--- config.mk ---
export PLATFORM = sky130hd
export DESIGN_NAME = obi_wb_bridge_pipe
export DESIGN_NICKNAME = d
export VERILOG_FILES = /design/src/rtl/obi_wb_bridge_pipe.sv
export SDC_FILE = /design/constraint.sdc
export NUM_CORES = 1
export LEC_CHECK = 0
export ABC_CLOCK_PERIOD_IN_PS = 10100
export BUFFER_PORTS_ARGS = -buffer_cell sky130_fd_sc_hd__buf_4
export CORE_MARGIN = 1.5
export CORE_UTILIZATION = 25
export CTS_CLUSTER_SIZE = 30
export DETAILED_ROUTE_END_ITERATION = 16
export GPL_TIMING_DRIVEN = 0
export PLACE_DENSITY = 0.51
export RECOVER_POWER = 50
export SLEW_MARGIN = 20
export SYNTH_ARGS = -nofsm -noshare
export SYNTH_HDL_FRONTEND = slang
export SYNTH_SLANG_ARGS = --single-unit
--- constraint.sdc ---
create_clock -name obi_clk_i -period 10.1 [get_ports obi_clk_i]
set_clock_uncertainty 0.2 [all_clocks]
set_input_delay 1.01 -clock obi_clk_i [delete_from_list [all_inputs] [get_ports obi_clk_i]]
set_output_delay 1.01 -clock obi_clk_i [all_outputs]
set_load 0.005 [all_outputs]
--- src/rtl/obi_wb_bridge_pipe.sv ---
// obi_wb_bridge_pipe: OBI slave to Wishbone classic master with request queue; optional bus timeout via OBI_WB_TIMEOUT_EN
module obi_wb_bridge_pipe #(
   parameter int unsigned        ADDR_W      = 32,
   parameter int unsigned        DATA_W      = 32,
   parameter int unsigned        DEPTH       = 2,
   parameter logic [ADDR_W-1:0]  ADDR_MASK   = ADDR_W'(32'h000F_FFFF),
   parameter int unsigned        TIMEOUT_CYC = 256
) (
   input  logic                obi_clk_i,
   input  logic                soc_rst_ni,
   input  logic                obi_req_i,
   output logic                obi_gnt_o,
   input  logic [ADDR_W-1:0]   obi_addr_i,
   input  logic                obi_we_i,
   input  logic [DATA_W/8-1:0] obi_be_i,
   input  logic [DATA_W-1:0]   obi_wdata_i,
   output logic                obi_rvalid_o,
   output logic [DATA_W-1:0]   obi_rdata_o,
   output logic                obi_err_o,
   output logic [ADDR_W-1:0]   wb_adr_o,
   input  logic [DATA_W-1:0]   wb_dat_i,
   output logic [DATA_W-1:0]   wb_dat_o,
   output logic                wb_we_o,
   output logic [DATA_W/8-1:0] wb_sel_o,
   output logic                wb_stb_o,
   output logic                wb_cyc_o,
   input  logic                wb_ack_i,
   input  logic                wb_err_i
);
   localparam int unsigned BW = DATA_W / 8;
   localparam int unsigned EW = ADDR_W + 1 + BW + DATA_W;
   localparam int unsigned PW = DEPTH > 1 ? $clog2(DEPTH) : 1;
   localparam int unsigned CW = $clog2(DEPTH + 1);
   typedef enum logic {IDLE, BUS} state_e;
   logic [EW-1:0]     mem_q [DEPTH];
   logic [PW-1:0]     wr_ptr_q, wr_ptr_d, rd_ptr_q, rd_ptr_d;
   logic [CW-1:0]     count_q, count_d;
   state_e            state_q, state_d;
   logic [ADDR_W-1:0] wb_adr_q, wb_adr_d, head_adr;
   logic [DATA_W-1:0] wb_dat_q, wb_dat_d, head_dat, rdata_q, rdata_d;
   logic [BW-1:0]     wb_sel_q, wb_sel_d, head_be;
   logic              wb_we_q, wb_we_d, head_we;
   logic              wb_cyc_q, wb_cyc_d, wb_stb_q, wb_stb_d;
   logic              rvalid_q, rvalid_d, err_q, err_d;
   logic              push, pop, done, fail, tmo;
   assign obi_gnt_o = soc_rst_ni & obi_req_i & (count_q < CW'(DEPTH));
   assign push      = obi_req_i & obi_gnt_o;
   assign pop       = (state_q == IDLE) & (count_q != '0);
   assign {head_adr, head_we, head_be, head_dat} = mem_q[rd_ptr_q];
`ifdef OBI_WB_TIMEOUT_EN
   localparam int unsigned TW = $clog2(TIMEOUT_CYC + 1);
   logic [TW-1:0] tmo_q, tmo_d, tmo_inc;
   assign tmo_inc = tmo_q + 1'b1;
   assign tmo     = (state_q == BUS) & (tmo_inc == TW'(TIMEOUT_CYC));
   assign tmo_d   = pop ? '0 : (state_q == BUS) ? tmo_inc : tmo_q;
   always_ff @(posedge obi_clk_i or negedge soc_rst_ni) begin
      if (!soc_rst_ni) tmo_q <= '0;
      else tmo_q <= tmo_d;
   end
`else
   logic unused_tmo;
   assign unused_tmo = |TIMEOUT_CYC;
   assign tmo = 1'b0;
`endif
   // an ack coinciding with the timeout completes normally; a real error always wins
   assign done = (state_q == BUS) & (wb_ack_i | wb_err_i | tmo);
   assign fail = wb_err_i | (tmo & ~wb_ack_i);
   always_comb begin
      wr_ptr_d = push ? ((wr_ptr_q == PW'(DEPTH - 1)) ? '0 : wr_ptr_q + 1'b1) : wr_ptr_q;
      rd_ptr_d = pop  ? ((rd_ptr_q == PW'(DEPTH - 1)) ? '0 : rd_ptr_q + 1'b1) : rd_ptr_q;
      count_d  = count_q + CW'(push) - CW'(pop);
      state_d  = pop ? BUS : done ? IDLE : state_q;
      wb_adr_d = pop ? head_adr : wb_adr_q;
      wb_dat_d = pop ? head_dat : wb_dat_q;
      wb_we_d  = pop ? head_we : done ? 1'b0 : wb_we_q;
      wb_sel_d = pop ? head_be : done ? '0 : wb_sel_q;
      wb_cyc_d = pop | (wb_cyc_q & ~done);
      wb_stb_d = pop | (wb_stb_q & ~done);
      rvalid_d = done;
      err_d    = done & fail;
      rdata_d  = (done & ~fail & ~wb_we_q) ? wb_dat_i : '0;
   end
   always_ff @(posedge obi_clk_i) begin
      if (push) mem_q[wr_ptr_q] <= {obi_addr_i & ADDR_MASK, obi_we_i, obi_be_i, obi_wdata_i};
   end
   always_ff @(posedge obi_clk_i or negedge soc_rst_ni) begin
      if (!soc_rst_ni) begin
         wr_ptr_q <= '0;
         rd_ptr_q <= '0;
         count_q  <= '0;
         state_q  <= IDLE;
         wb_adr_q <= '0;
         wb_dat_q <= '0;
         wb_we_q  <= 1'b0;
         wb_sel_q <= '0;
         wb_cyc_q <= 1'b0;
         wb_stb_q <= 1'b0;
         rvalid_q <= 1'b0;
         err_q    <= 1'b0;
         rdata_q  <= '0;
      end else begin
         wr_ptr_q <= wr_ptr_d;
         rd_ptr_q <= rd_ptr_d;
         count_q  <= count_d;
         state_q  <= state_d;
         wb_adr_q <= wb_adr_d;
         wb_dat_q <= wb_dat_d;
         wb_we_q  <= wb_we_d;
         wb_sel_q <= wb_sel_d;
         wb_cyc_q <= wb_cyc_d;
         wb_stb_q <= wb_stb_d;
         rvalid_q <= rvalid_d;
         err_q    <= err_d;
         rdata_q  <= rdata_d;
      end
   end
   assign wb_adr_o     = wb_adr_q;
   assign wb_dat_o     = wb_dat_q;
   assign wb_we_o      = wb_we_q;
   assign wb_sel_o     = wb_sel_q;
   assign wb_cyc_o     = wb_cyc_q;
   assign wb_stb_o     = wb_stb_q;
   assign obi_rvalid_o = rvalid_q;
   assign obi_rdata_o  = rdata_q;
   assign obi_err_o    = err_q;
endmodule

# ---- Yosys cells after proc, flatten, opt, wreduce, memory -nomap -nowiden
# Memories as Yosys holds them, arrays and structs flattened.
# Index checks and enable logic that the tools add are counted.
dict set report word_totals {
  output_inout_bits 106
  reg_bits 110
  latch_bits 0
  elab_cells 48
  input_bits 106
  mem_count 1
  mem_bits_rw 114
  romBits 0
}
# memory words word_bits read_ports rd_clocked_by_memory_dff wr line
set memory_table {}
lappend memory_table {mem_q 2 57 1 0 1 35} ;# logic [EW-1:0] mem_q [DEPTH];
dict set report classes {
  n_reduce_logical 2
  addsub 4
  n_mux 10
  shift 0
  eq_ne 0
  magnitude_cmp 1
  n_mul 0
  n_bitwise 17
  n_div 0
}
# operator count
set op_table {}
lappend op_table {{$mux W32} 1}
lappend op_table {{$and A1 B1 Y1} 10}
lappend op_table {{$mux W4} 2}
lappend op_table {{$mux W1} 7}
lappend op_table {{$not A1 Y1} 4}
lappend op_table {{$reduce_bool A2 Y1} 2}
lappend op_table {{$or A1 B1 Y1} 3}
lappend op_table {{$add A1 B1 Y1 const B} 2}
lappend op_table {{$add A2 B1 Y2} 1}
lappend op_table {{$lt A2 B2 Y1 const B} 1}
lappend op_table {{$sub A2 B1 Y2} 1}

# ---- Logic depth before layout (Yosys ltp)
# Gate-level depths: netlist of the first run.
dict set report depth {
  ltp_word 5
  ltp_mapped 9
  mapped_depth_nobuf 6
}

# ---- Worst setup path after synthesis of the first run
# No wires, ideal clock.
dict set report synth_timing {
  kind {in2reg}
  from {in obi_req_i}
  to {mem mem_q[0][0] in the netlist's numbering, enable pin}
  arrival_time_ps 3596
  t_required_ps 9428
  path_buffers 0
  setup_time_ps 472
  setup_slack_ps 5831
  stages 2
  path_cell_list {nand3b_1 > nor2_1}
}
dict set report synth_between {
  elab_chain_len 5
}
# element line
set synth_rtl {}
lappend synth_rtl {{start: declaration} 11} ;# input logic obi_req_i,
lappend synth_rtl {{$and A1 B1 Y1 (2 in series)} 46} ;# assign obi_gnt_o = soc_rst_ni & obi_req_i & (count_q < CW'(DEPTH));
lappend synth_rtl {{$and A1 B1 Y1 (*)} 47} ;# assign push = obi_req_i & obi_gnt_o;
lappend synth_rtl {{$mux W1 (*)} 84} ;# if (push) mem_q[wr_ptr_q] <= {obi_addr_i & ADDR_MASK, obi_we_i, obi_be_i, obi_wdata_i};
lappend synth_rtl {{$mux W1 (not written as such) (*)} 84}
lappend synth_rtl {{end: declaration} 35}
# Every way passes the cells marked *; elsewhere a longest branch is shown, timed or not.

# ---- Worst setup path in the final report of the first run
dict set report layout_timing {
  from {in soc_rst_ni}
  to {out obi_gnt_o}
}
dict set report layout_between {
  elab_chain_len 2
}
# element line
set layout_rtl {}
lappend layout_rtl {{start: declaration} 10} ;# input logic soc_rst_ni,
lappend layout_rtl {{$and A1 B1 Y1 (2 in series)} 46}
lappend layout_rtl {{end: declaration} 12} ;# output logic obi_gnt_o,
# No other way between the ends.

==> key figures, run 1 <==
Status
  – Status: finished, violations left
  – Failing checks: capacitance limit, slew limit

Clock network
  – Clock sinks: 212
  – Clk_lat worst skew: 0.52 ns
  – Root buffer cell: clkbuf_16
  – CTS H-tree lvls: 1
  – CTS buffer count: 26
  – CTS clk-pin slew, worst paths: 0.06 ns
  – CTS tree: yes
  – Max Root-Sink Buffers: 3
  – Post-CTS Hold Buffers: 0
  – Cts repair resizes: 0
  – Post-CTS setup buffer count: 0

GRT
  – First-pass GRT wire length: 26900 microns
  – Vias in the first global route: 4556
  – GR Util All Layers: 10.51%
  – Pin count of the biggest net entering global routing: 51
  – GR Overflow Total: 0
  – Initial antenna violation count: 2

Route
  – Antenna-violating nets left: 0
  – Via Count: 4243
  – DR WL/cell: 16.32 microns
  – Routed WL: 17540 microns
  – Initial DRC Count: 117
  – First-pass iteration count of the detailed router: 4
  – DRC: 0
  – Via density: 3.947

Min path
  – Worst Hold Class: reg2reg

Die
  – Die outline area: 0.03337 sq mm
  – Cell row count: 65
  – I/O pins: 212
  – Die W: 182.7 microns
  – Die H: 182.7 microns
  – Core Area: 0.03164 sq mm
  – Initial core utilization: 25.51%

Critical path
  – Crit start category: primary input
  – Delay-heaviest family, CP: buffers and inverters
  – WS Path Type: in2out
  – CP peak stage delay: 2.12 ns
  – CP Capture Type: output port
  – Crit-path slowest cell: clkbuf_1
  – WP buf/inv: 4
  – Critical Path RT: 8.89 ns
  – CP Data Arrival Time: 4.15 ns
  – Crit-path max FO: 50
  – Cell breakdown of the critical path: clkbuf_1 > buf_16 > nand3b_1 > inv_1 > buf_4

Layout
  – Share of cells above drive strength 1: 47.92%
  – Multi-input logic area: 0.001901 sq mm
  – Nets: 760
  – Storage cell area: 0.005876 sq mm
  – Area added between synthesis and finish: 35.02%
  – Fillcell total: 3096

Timing
  – Fin. Hold Viols: 0
  – Final Hold Slack: 0.2937 ns
  – Slew HR: -104.6%
  – Worst slew pin tran: 3.068 ns
  – Max Freq: 186.7 MHz
  – Setup WS post-layout: 4.744 ns
  – RSZ-0062 raised after global routing: false
  – Final period utilization: 53.03%
  – Slew Viols, Final: 50
  – Final setup fails: 0
  – Post-Route Setup TNS: 0 ns
  – Tmin final: 5.356 ns

Power
  – P_leak: 0.004576 uW
  – Pwr/cell area: 283.4 mW/mm^2
  – Worst vdd ir: 0.1388 mV

Placement
  – Routability cong.: 0.6707
  – Port bufs: 187
  – Pre-CTS WS: 6.310 ns
  – DP Wirelength: 11640 microns

Synth
  – Synth unique cells: 26
  – Avg Cell Area, Syn: 19.26 sq um
  – Mapped cell area: 0.008071 sq mm
  – Post-synthesis cell count: 419
  – Synth Warn #: 0
  – Synthesized flop and latch total: 212
  – Register area share after synthesis: 72.79%

Run
  – Max-cap violations: 1
-- worst reg2reg max path, delay by kind of cell, from the launching register on --
kind | cells | cell delay [ns]
flip-flops | 1 | 0.51
adder cells (fa/ha/maj) | 2 | 0.48
AO/OA/AOI/OAI | 1 | 0.18
XOR/XNOR | 2 | 0.26
buffers and inverters | 3 | 1.02
-- cells by family (layout without fill, tap and decap cells) --
kind of cell               Yosys count  count (layout)  share of synthesized area (%)
muxes                              109             109                          17.58
buffers and inverters               34             276                          3.751
DFF                                212             212                          72.79
other                                1              13                        0.04646
AOI/OAI and AO/OA                   10              10                          1.023
xor gates and xnor gates             4               4                         0.4341
adders and majority gates            2               2                         0.3100
and+or+nand+nor                     47              47                          4.061
-- cell type report --
class	count	share of cell area, %
antenna	1	0.02296
buffer	30	1.906
clock buffer	38	7.049
clock inverter	10	0.9529
inverter	4	0.1378
multi-input combinational	184	17.44
sequential	212	53.91
tap	402	4.615
timing repair buffer	194	13.96
-- cell usage after synthesis --
master	n	area share [%]
edfxtp_1	114	42
dfrtp_1	98	30
mux2_4	51	9.5
mux2_2	49	6.8
and2_1	33	2.6
buf_4	12	1.1
mux2_1	9	1.3
buf_6	6	0.84
a211o_1	5	0.54
buf_12	5	1.2
nor4b_1	5	0.54
nor4bb_1	5	0.62
clkbuf_1	4	0.19
inv_1	4	0.19
buf_2	3	0.19
xnor2_1	3	0.33
ha_1	2	0.31
nor2_1	2	0.093
o21a_1	2	0.19
and4bb_2	1	0.15
conb_1	1	0.046
nand3b_1	1	0.093
o21ai_0	1	0.062
o21ba_1	1	0.12
o31a_1	1	0.11
xor2_1	1	0.11
-- metal layers --
layer,global-route usage [%],up-vias,part of all wire [%]
met1,13.41,2093,44
met5,0,-,0.074
met4,3.008,2,2.5
li1,-,1979,-
met2,16.87,133,46
met3,3.612,36,7.4
-- final timing paths --
check,from,end,slack (ns),depth (start not counted)
setup / recovery,soc_rst_ni,obi_gnt_o,4.74,5
max in group asynchronous,soc_rst_ni,obi_rdata_o[0],6.64,1
setup reg to reg,count_q[0],count_q[1],7.37,8
min in group asynchronous,soc_rst_ni,wb_adr_o[0],1.29,1
hold reg to reg,wb_dat_o[22],wb_dat_o[22],0.29,1
hold / removal,wb_dat_o[22],wb_dat_o[22],0.29,1
-- metrics by stage --
stage          cells  cell area [sq um]  power [uW]  util (%)
4_1_cts         1074              11100        3254     35.10
3_5_place_dp    1026              10230        2295     32.34
5_1_grt         1074              10900        3269     34.44
3_3_place_gp    1019              10020        2265     31.67
6_report        1075              10900        3088     34.45
2_1_floorplan    430               8113        1866         -
-- cell usage in the layout, fill, tap and decap left out, types with 4 or more instances in the layout --
cell type / instances
edfxtp_1: 114
clkbuf_16: 28
clkbuf_1: 37
mux2_2: 49
nor4b_1: 5
clkbuf_4: 39
and2_0: 8
conb_1: 12
buf_16: 7
buf_6: 4
inv_1: 4
mux2_4: 38
mux2_1: 22
nor4bb_1: 5
dfrtp_1: 98
clkinv_2: 4
a211o_1: 5
buf_4: 140
and2_1: 25
-- power breakdown --
part / internal [uW] / total (uW) / leakage, uW / switching (uW)
Sequential: 1110 / 1210 / 0.00226 / 99.6
Combinational: 574 / 946 / 0.00189 / 372
Clock: 576 / 928 / 0.000426 / 351
Total: 2260 / 3090 / 0.00458 / 823
-- flip-flops by register name (all words and copies together) (netlist names) --
name          flops
obi_rvalid_o      1
wb_stb_o          1
wb_adr_o         20
mem_q           114
obi_rdata_o      32
wb_we_o           1
wb_dat_o         32
wb_sel_o          4
wr_ptr_q          1
count_q           2
wb_cyc_o          1
state_q           1
rd_ptr_q          1
obi_err_o         1
Power figures use the tool's default switching activity.
==> run 2: changes to the inputs <==
--- a/config.mk
+++ b/config.mk
@@ -5,7 +5,7 @@
 export SDC_FILE = /design/constraint.sdc
 export NUM_CORES = 1
 export LEC_CHECK = 0
-export ABC_CLOCK_PERIOD_IN_PS = 10100
+export ABC_CLOCK_PERIOD_IN_PS = 5320
 export BUFFER_PORTS_ARGS = -buffer_cell sky130_fd_sc_hd__buf_4
 export CORE_MARGIN = 1.5
 export CORE_UTILIZATION = 25
==> constraint.sdc (replaced) <==
create_clock -name obi_clk_i -period 5.32 [get_ports obi_clk_i]
set_clock_uncertainty 0.2 [all_clocks]
set_input_delay 0.532 -clock obi_clk_i [delete_from_list [all_inputs] [get_ports obi_clk_i]]
set_output_delay 0.532 -clock obi_clk_i [all_outputs]
set_load 0.005 [all_outputs]
==> run 2 against run 1 <==
The flow now finishes without violations. Largest cell class unchanged. Setup slack got worse by 2.7 ns. Via count increased by 8.1%. Utilization up 3.3 points. Routed wire length increased by 3.3%. Worst hold slack worse by 0.24 ns.
==> key figures, run 2 (synthesized netlist as in run 1, its figures left out) <==
Status
  – Status: finished, final reports clean

Timing
  – Final setup fails: 0
  – RSZ-0062 raised after global routing: false
  – Post-Route Setup TNS: 0 ns
  – Worst slew pin tran: 0.9468 ns
  – Final period utilization: 61.00%
  – Slew Viols, Final: 0
  – Tmin final: 3.245 ns
  – Setup WS post-layout: 2.075 ns
  – Fin. Hold Viols: 0
  – Slew HR: 36.88%
  – Max Freq: 308.1 MHz

Clock network
  – Clk_lat worst skew: 0.52 ns
  – Clock sinks: 212
  – Max Root-Sink Buffers: 3
  – CTS tree: yes
  – CTS buffer count: 26
  – CTS H-tree lvls: 1
  – Root buffer cell: clkbuf_16
  – CTS clk-pin slew, worst paths: 0.05 ns
  – Post-CTS setup buffer count: 0

Route
  – First-pass iteration count of the detailed router: 4
  – Routed WL: 18110 microns
  – DR WL/cell: 15.56 microns
  – Via density: 3.940
  – Via Count: 4586
  – Initial DRC Count: 129
  – DRC: 0
  – Antenna-violating nets left: 0

Layout
  – Most flop-heavy register: mem_q
  – Post-layout instance count excluding filler cells: 1164
  – Largest register FFs: 114
  – Commonest non-fill, non-tap cells in the layout: 139 x buf_4, 114 x edfxtp_1, 98 x dfrtp_1
  – Fillcell total: 2997
  – Nets: 849
  – Area added between synthesis and finish: 47.78%
  – Finished Cell Area: 0.01193 sq mm
  – Share of cells above drive strength 1: 45.73%
  – Most common cell after layout, fill and taps aside: buf_4
  – Final Util: 37.70%

GRT
  – Met3 usage: 3.053%
  – GR Util All Layers: 10.85%
  – First-pass GRT wire length: 28070 microns
  – Pin count of the biggest net entering global routing: 51
  – M2 GR Usage: 17.71%
  – GRT met1 Usage: 14.04%
  – Initial antenna violation count: 1
  – GR Overflow Total: 0
  – GRT busiest layer: met2
  – Vias in the first global route: 4842

Critical path
  – Critical Path RT: 4.59 ns
  – CP Data Arrival Time: 2.51 ns
  – R2R Path Start: count_q[0]
  – Crit start category: primary input
  – CP Capture Type: output port
  – Reg2Reg Depth: 8
  – Crit Reg-Reg Endpoint: count_q[1]
  – Reg-to-reg slack, setup: 2.38 ns
  – Crit-path max FO: 50
  – WS Path Type: in2out

Placement
  – Pre-CTS WS: 2.008 ns
  – DP Wirelength: 11640 microns
  – DP Area: 0.01023 sq mm
  – Routability cong.: 0.6707
  – Port bufs: 187
  – Placed Instances: 1026

Power
  – Worst vdd ir: 0.2772 mV
  – Pwr/cell area: 507.2 mW/mm^2
  – P_leak: 0.005046 uW

Min path
  – Hold Path Sink: obi_rdata_o[27]
  – Hold Startpoint: wb_dat_i[27]
  – Hold path depth: 2
  – Worst Hold Class: in2reg

Die
  – I/O pins: 212
  – Cell row count: 65
  – Initial core utilization: 25.51%
  – Core Area: 0.03164 sq mm
  – Die W: 182.7 microns
  – Die outline area: 0.03337 sq mm
  – Die H: 182.7 microns

Run
  – Max-cap violations: 0
==> run 2: final cells by class <==
cell class                 count  area (sq um)  share of cell area [%]
clock inverter                10         103.9                  0.8707
buffer                        30         256.5                   2.150
sequential                   212          5876                   49.26
antenna                        1         2.502                 0.02098
clock buffer                  38         768.2                   6.441
tap                          402         503.0                   4.217
multi-input combinational    184          1949                   16.34
inverter                       4         15.01                  0.1259
timing repair buffer         283          2454                   20.57
==> run 2: timing repair <==
action                                 in CTS  in global routing
resized for setup                           0                  0
hold buffers                               89                  0
endpoints found under the hold margin     194                  0
==> run 2: layer usage <==
layer	part of all wire [%]	wire [microns]	up-vias
met4	2.5	461	0
li1	-	-	2161
met2	47	8572	136
met1	44	7989	2254
met3	6.0	1091	35
met5	0	0	-
==> run 2: stage by stage <==
step	total power, uW	hold slack [ns]
finish	6050	0.05086
global route	6395	0.03843
CTS	6233	0.003014
detailed placement	4358	0.2844
global placement	4301	0.2751
floorplan	3543	0.03641
==> run 2: critical path, stage by stage <==
cell and delay [ns]:
dlygate4sd3_1 0.54, buf_6 0.41, buf_16 0.32, nand3b_1 0.37, inv_1 0.16, buf_4 0.12
==> run 2: how the worst max path moves through the flow <==
| stage | startpoint | slack (ns) | endpoint |
|---|---|---|---|
| finish | soc_rst_ni | 2.07 | obi_gnt_o |
| global route | soc_rst_ni | 1.85 | obi_gnt_o |
| CTS | soc_rst_ni | 1.96 | obi_gnt_o |
| detailed placement | soc_rst_ni | 2.01 | mem_q[1][38] |
| global placement | soc_rst_ni | -2.36 | mem_q[0][38] |
| floorplan | count_q[1] | 1.50 | mem_q[0][0] |
==> run 2: power by group <==
| part | internal [uW] | leakage, uW | switching (uW) |
|---|---|---|---|
| clock network | 1090 | 0.000426 | 669 |
| logic | 1240 | 0.00236 | 735 |
| registers | 2120 | 0.00226 | 192 |
==> run 3: changes to the inputs <==
--- a/config.mk
+++ b/config.mk
@@ -5,14 +5,15 @@
 export SDC_FILE = /design/constraint.sdc
 export NUM_CORES = 1
 export LEC_CHECK = 0
-export ABC_CLOCK_PERIOD_IN_PS = 5320
+export ABC_AREA = 1
+export ABC_CLOCK_PERIOD_IN_PS = 2800
 export BUFFER_PORTS_ARGS = -buffer_cell sky130_fd_sc_hd__buf_4
 export CORE_MARGIN = 1.5
 export CORE_UTILIZATION = 25
 export CTS_CLUSTER_SIZE = 30
 export DETAILED_ROUTE_END_ITERATION = 16
 export GPL_TIMING_DRIVEN = 0
-export PLACE_DENSITY = 0.51
+export PLACE_DENSITY = 0.53
 export RECOVER_POWER = 50
 export SLEW_MARGIN = 20
 export SYNTH_ARGS = -nofsm -noshare
==> constraint.sdc (replaced) <==
create_clock -name obi_clk_i -period 2.8 [get_ports obi_clk_i]
set_clock_uncertainty 0.2 [all_clocks]
set_input_delay 0.28 -clock obi_clk_i [delete_from_list [all_inputs] [get_ports obi_clk_i]]
set_output_delay 0.28 -clock obi_clk_i [all_outputs]
set_load 0.005 [all_outputs]
==> run 3 against run 2 <==
Register-to-register slack got worse by 1.8 ns. Worst hold slack better by 0.027 ns. Clock power rose by 69%. Area after synthesis is 3.1% lower. Utilization up 0.42 points. Flip-flop and latch count stayed put. Setup slack worse by 1.8 ns. Critical endpoint unchanged.
==> key figures, run 3 <==
Route
  – DRC: 0
  – DR WL/cell: 13.72 microns
  – First-pass iteration count of the detailed router: 6
  – Via Count: 5628
  – Antenna-violating nets left: 0
  – Via density: 3.889
  – Routed WL: 19850 microns
  – Initial DRC Count: 263

Clock network
  – Root buffer cell: clkbuf_16
  – CTS buffer count: 24
  – CTS clk-pin slew, worst paths: 0.06 ns
  – Clock sinks: 212
  – Clk_lat worst skew: 0.51 ns
  – CTS H-tree lvls: 1
  – Max Root-Sink Buffers: 3
  – CTS tree: yes

Timing
  – Tmin final: 2.484 ns
  – Slew Viols, Final: 0
  – Max Freq: 402.6 MHz
  – Final setup fails: 0
  – Worst slew pin tran: 0.6349 ns
  – Final Hold Slack: 0.07815 ns
  – Slew HR: 57.68%
  – RSZ-0062 raised after global routing: false
  – Fin. Hold Viols: 0
  – Final period utilization: 88.72%

Status
  – Status: finished, final reports clean

Critical path
  – CP Capture Type: output port
  – WS Path Type: in2out
  – Crit start category: primary input
  – Critical Path RT: 2.32 ns
  – Reg-to-reg slack, setup: 0.58 ns
  – Crit-path max FO: 63
  – CP Data Arrival Time: 2.00 ns

Placement
  – Routability cong.: 0.7077
  – Port bufs: 187
  – DP Wirelength: 12900 microns
  – Placed Instances: 1293
  – DP Area: 0.009884 sq mm

Power
  – Power, Total: 10720 uW
  – Combinational group share of total power: 31.9%
  – Clock share of power: 27.7%
  – P_leak: 0.005594 uW
  – Net switching power figure: 3519 uW
  – Pwr/cell area: 916.8 mW/mm^2
  – Flop pwr share: 40.4%
  – Switching Share: 32.83%
  – P_int: 7200 uW
  – Worst vdd ir: 0.4981 mV

Synth
  – Avg Cell Area, Syn: 11.26 sq um
  – Synthesized flop and latch total: 212
  – Post-synthesis cell count: 694
  – Post-synth top area share: 43.79%
  – Async SR Flop Fraction: 46.23%
  – Post-synth EDFFs: 114
  – Count leader, synth: nand2_1
  – Synth Warn #: 0
  – Commonest register cell after synthesis: edfxtp_1
  – Synth area leaders: edfxtp_1 44%, dfrtp_1 31%, nand2_1 17%, inv_1 1.9%, nor2_1 1.8%
  – Synth area leader: edfxtp_1
  – Synth unique cells: 17
  – Register area share after synthesis: 75.16%
  – Commonest cells post-synth: 349 x nand2_1, 114 x edfxtp_1, 98 x dfrtp_1, 40 x inv_1, 37 x nor2_1
  – Mapped cell area: 0.007817 sq mm

Layout
  – Area added between synthesis and finish: 49.55%
  – Most flop-heavy register: mem_q
  – Storage cell area: 0.005876 sq mm
  – N_diodes: 0
  – Most common cell after layout, fill and taps aside: nand2_1
  – Multi-input logic area: 0.001619 sq mm
  – Nets: 1141
  – Fillcell total: 3016
  – Final Util: 38.12%
  – Post-layout instance count excluding filler cells: 1447
  – Largest register FFs: 114
  – Share of cells above drive strength 1: 25.21%
  – Finished Cell Area: 0.01169 sq mm
  – Commonest non-fill, non-tap cells in the layout: 349 x nand2_1, 114 x edfxtp_1, 113 x buf_4

Die
  – Cell row count: 64
  – Core Area: 0.03067 sq mm
  – Die outline area: 0.03234 sq mm
  – Initial core utilization: 25.49%
  – Die W: 179.8 microns
  – Die H: 179.8 microns
  – I/O pins: 212

GRT
  – GR Overflow Total: 0
  – GRT busiest layer: met2
  – GRT met1 Usage: 14.91%
  – GR Util All Layers: 12.06%
  – First-pass GRT wire length: 30960 microns
  – Pin count of the biggest net entering global routing: 64
  – Vias in the first global route: 5680
  – M2 GR Usage: 20.92%
  – Initial antenna violation count: 0
  – Met3 usage: 2.978%

Run
  – Max-cap violations: 0

Min path
  – Worst Hold Class: in2async
-- run 3: worst paths after layout --
kind / end / startpoint / cells after the start
max in group asynchronous: wb_dat_o[31] / soc_rst_ni / 4
min: obi_err_o / soc_rst_ni / 3
min in group obi_clk_i: wr_ptr_q / obi_req_i / 5
max reg2reg: count_q[1] / count_q[1] / 9
min reg2reg: wb_dat_o[27] / wb_dat_o[27] / 2
max: obi_gnt_o / soc_rst_ni / 7
-- run 3: per-stage QoR --
step / worst slack (ns) / setup TNS (ns)
3_3_place_gp: -2.522 / -288.11
4_1_cts: 0.05552 / 0
3_5_place_dp: 0.02534 / 0
5_1_grt: 0.1163 / 0
6_report: 0.3159 / 0
2_1_floorplan: 0.01781 / 0
-- run 3: cell families after synthesis --
family,share of synthesized area (%)
other,0.04797
flip-flops,75.16
XOR/XNOR,0.2241
AO/OA/AOI/OAI,0.4162
buffers and inverters,4.914
adder cells (fa/ha/maj),0.3201
AND/OR/NAND/NOR,18.92
-- run 3: routing by layer --
metal | wire length (microns) | vias to the layer above
met5 | 0 | -
li1 | - | 2837
met2 | 9557 | 175
met4 | 512 | 0
met1 | 8573 | 2584
met3 | 1208 | 32
-- run 3: power by group through the flow --
stage	registers (uW)	clock network, uW	logic [uW]
2_1_floorplan	4400	0	1650
3_3_place_gp	4400	0	3290
3_5_place_dp	4400	0	3380
4_1_cts	4350	3070	3520
5_1_grt	4410	3190	3890
6_report	4340	2970	3420
-- run 3: worst max-delay path, stage by stage --
cell and delay [ns]:
dlygate4sd3_1 0.54, buf_6 0.11, buf_16 0.21, buf_16 0.31
nand3_2 0.24, inv_1 0.13, buf_4 0.13
-- run 3: layout make-up --
type / count / area share (%)
Clock inverter: 14 / 0.8348
Tap cell: 396 / 4.238
Sequential cell: 212 / 50.26
Buffer: 40 / 1.937
Timing Repair Buffer: 302 / 21.94
Inverter: 42 / 1.348
Clock buffer: 30 / 5.597
Multi-Input combinational cell: 411 / 13.85
-- run 3: what timing repair did --
| item | in CTS | in global routing |
|---|---|---|
| hold buffers | 95 | 0 |
| setup buffers | 0 | 15 |
| setup endpoints to repair | 0 | 86 |
| resized for setup | 0 | 1 |
| endpoints found under the hold margin | 248 | 0 |
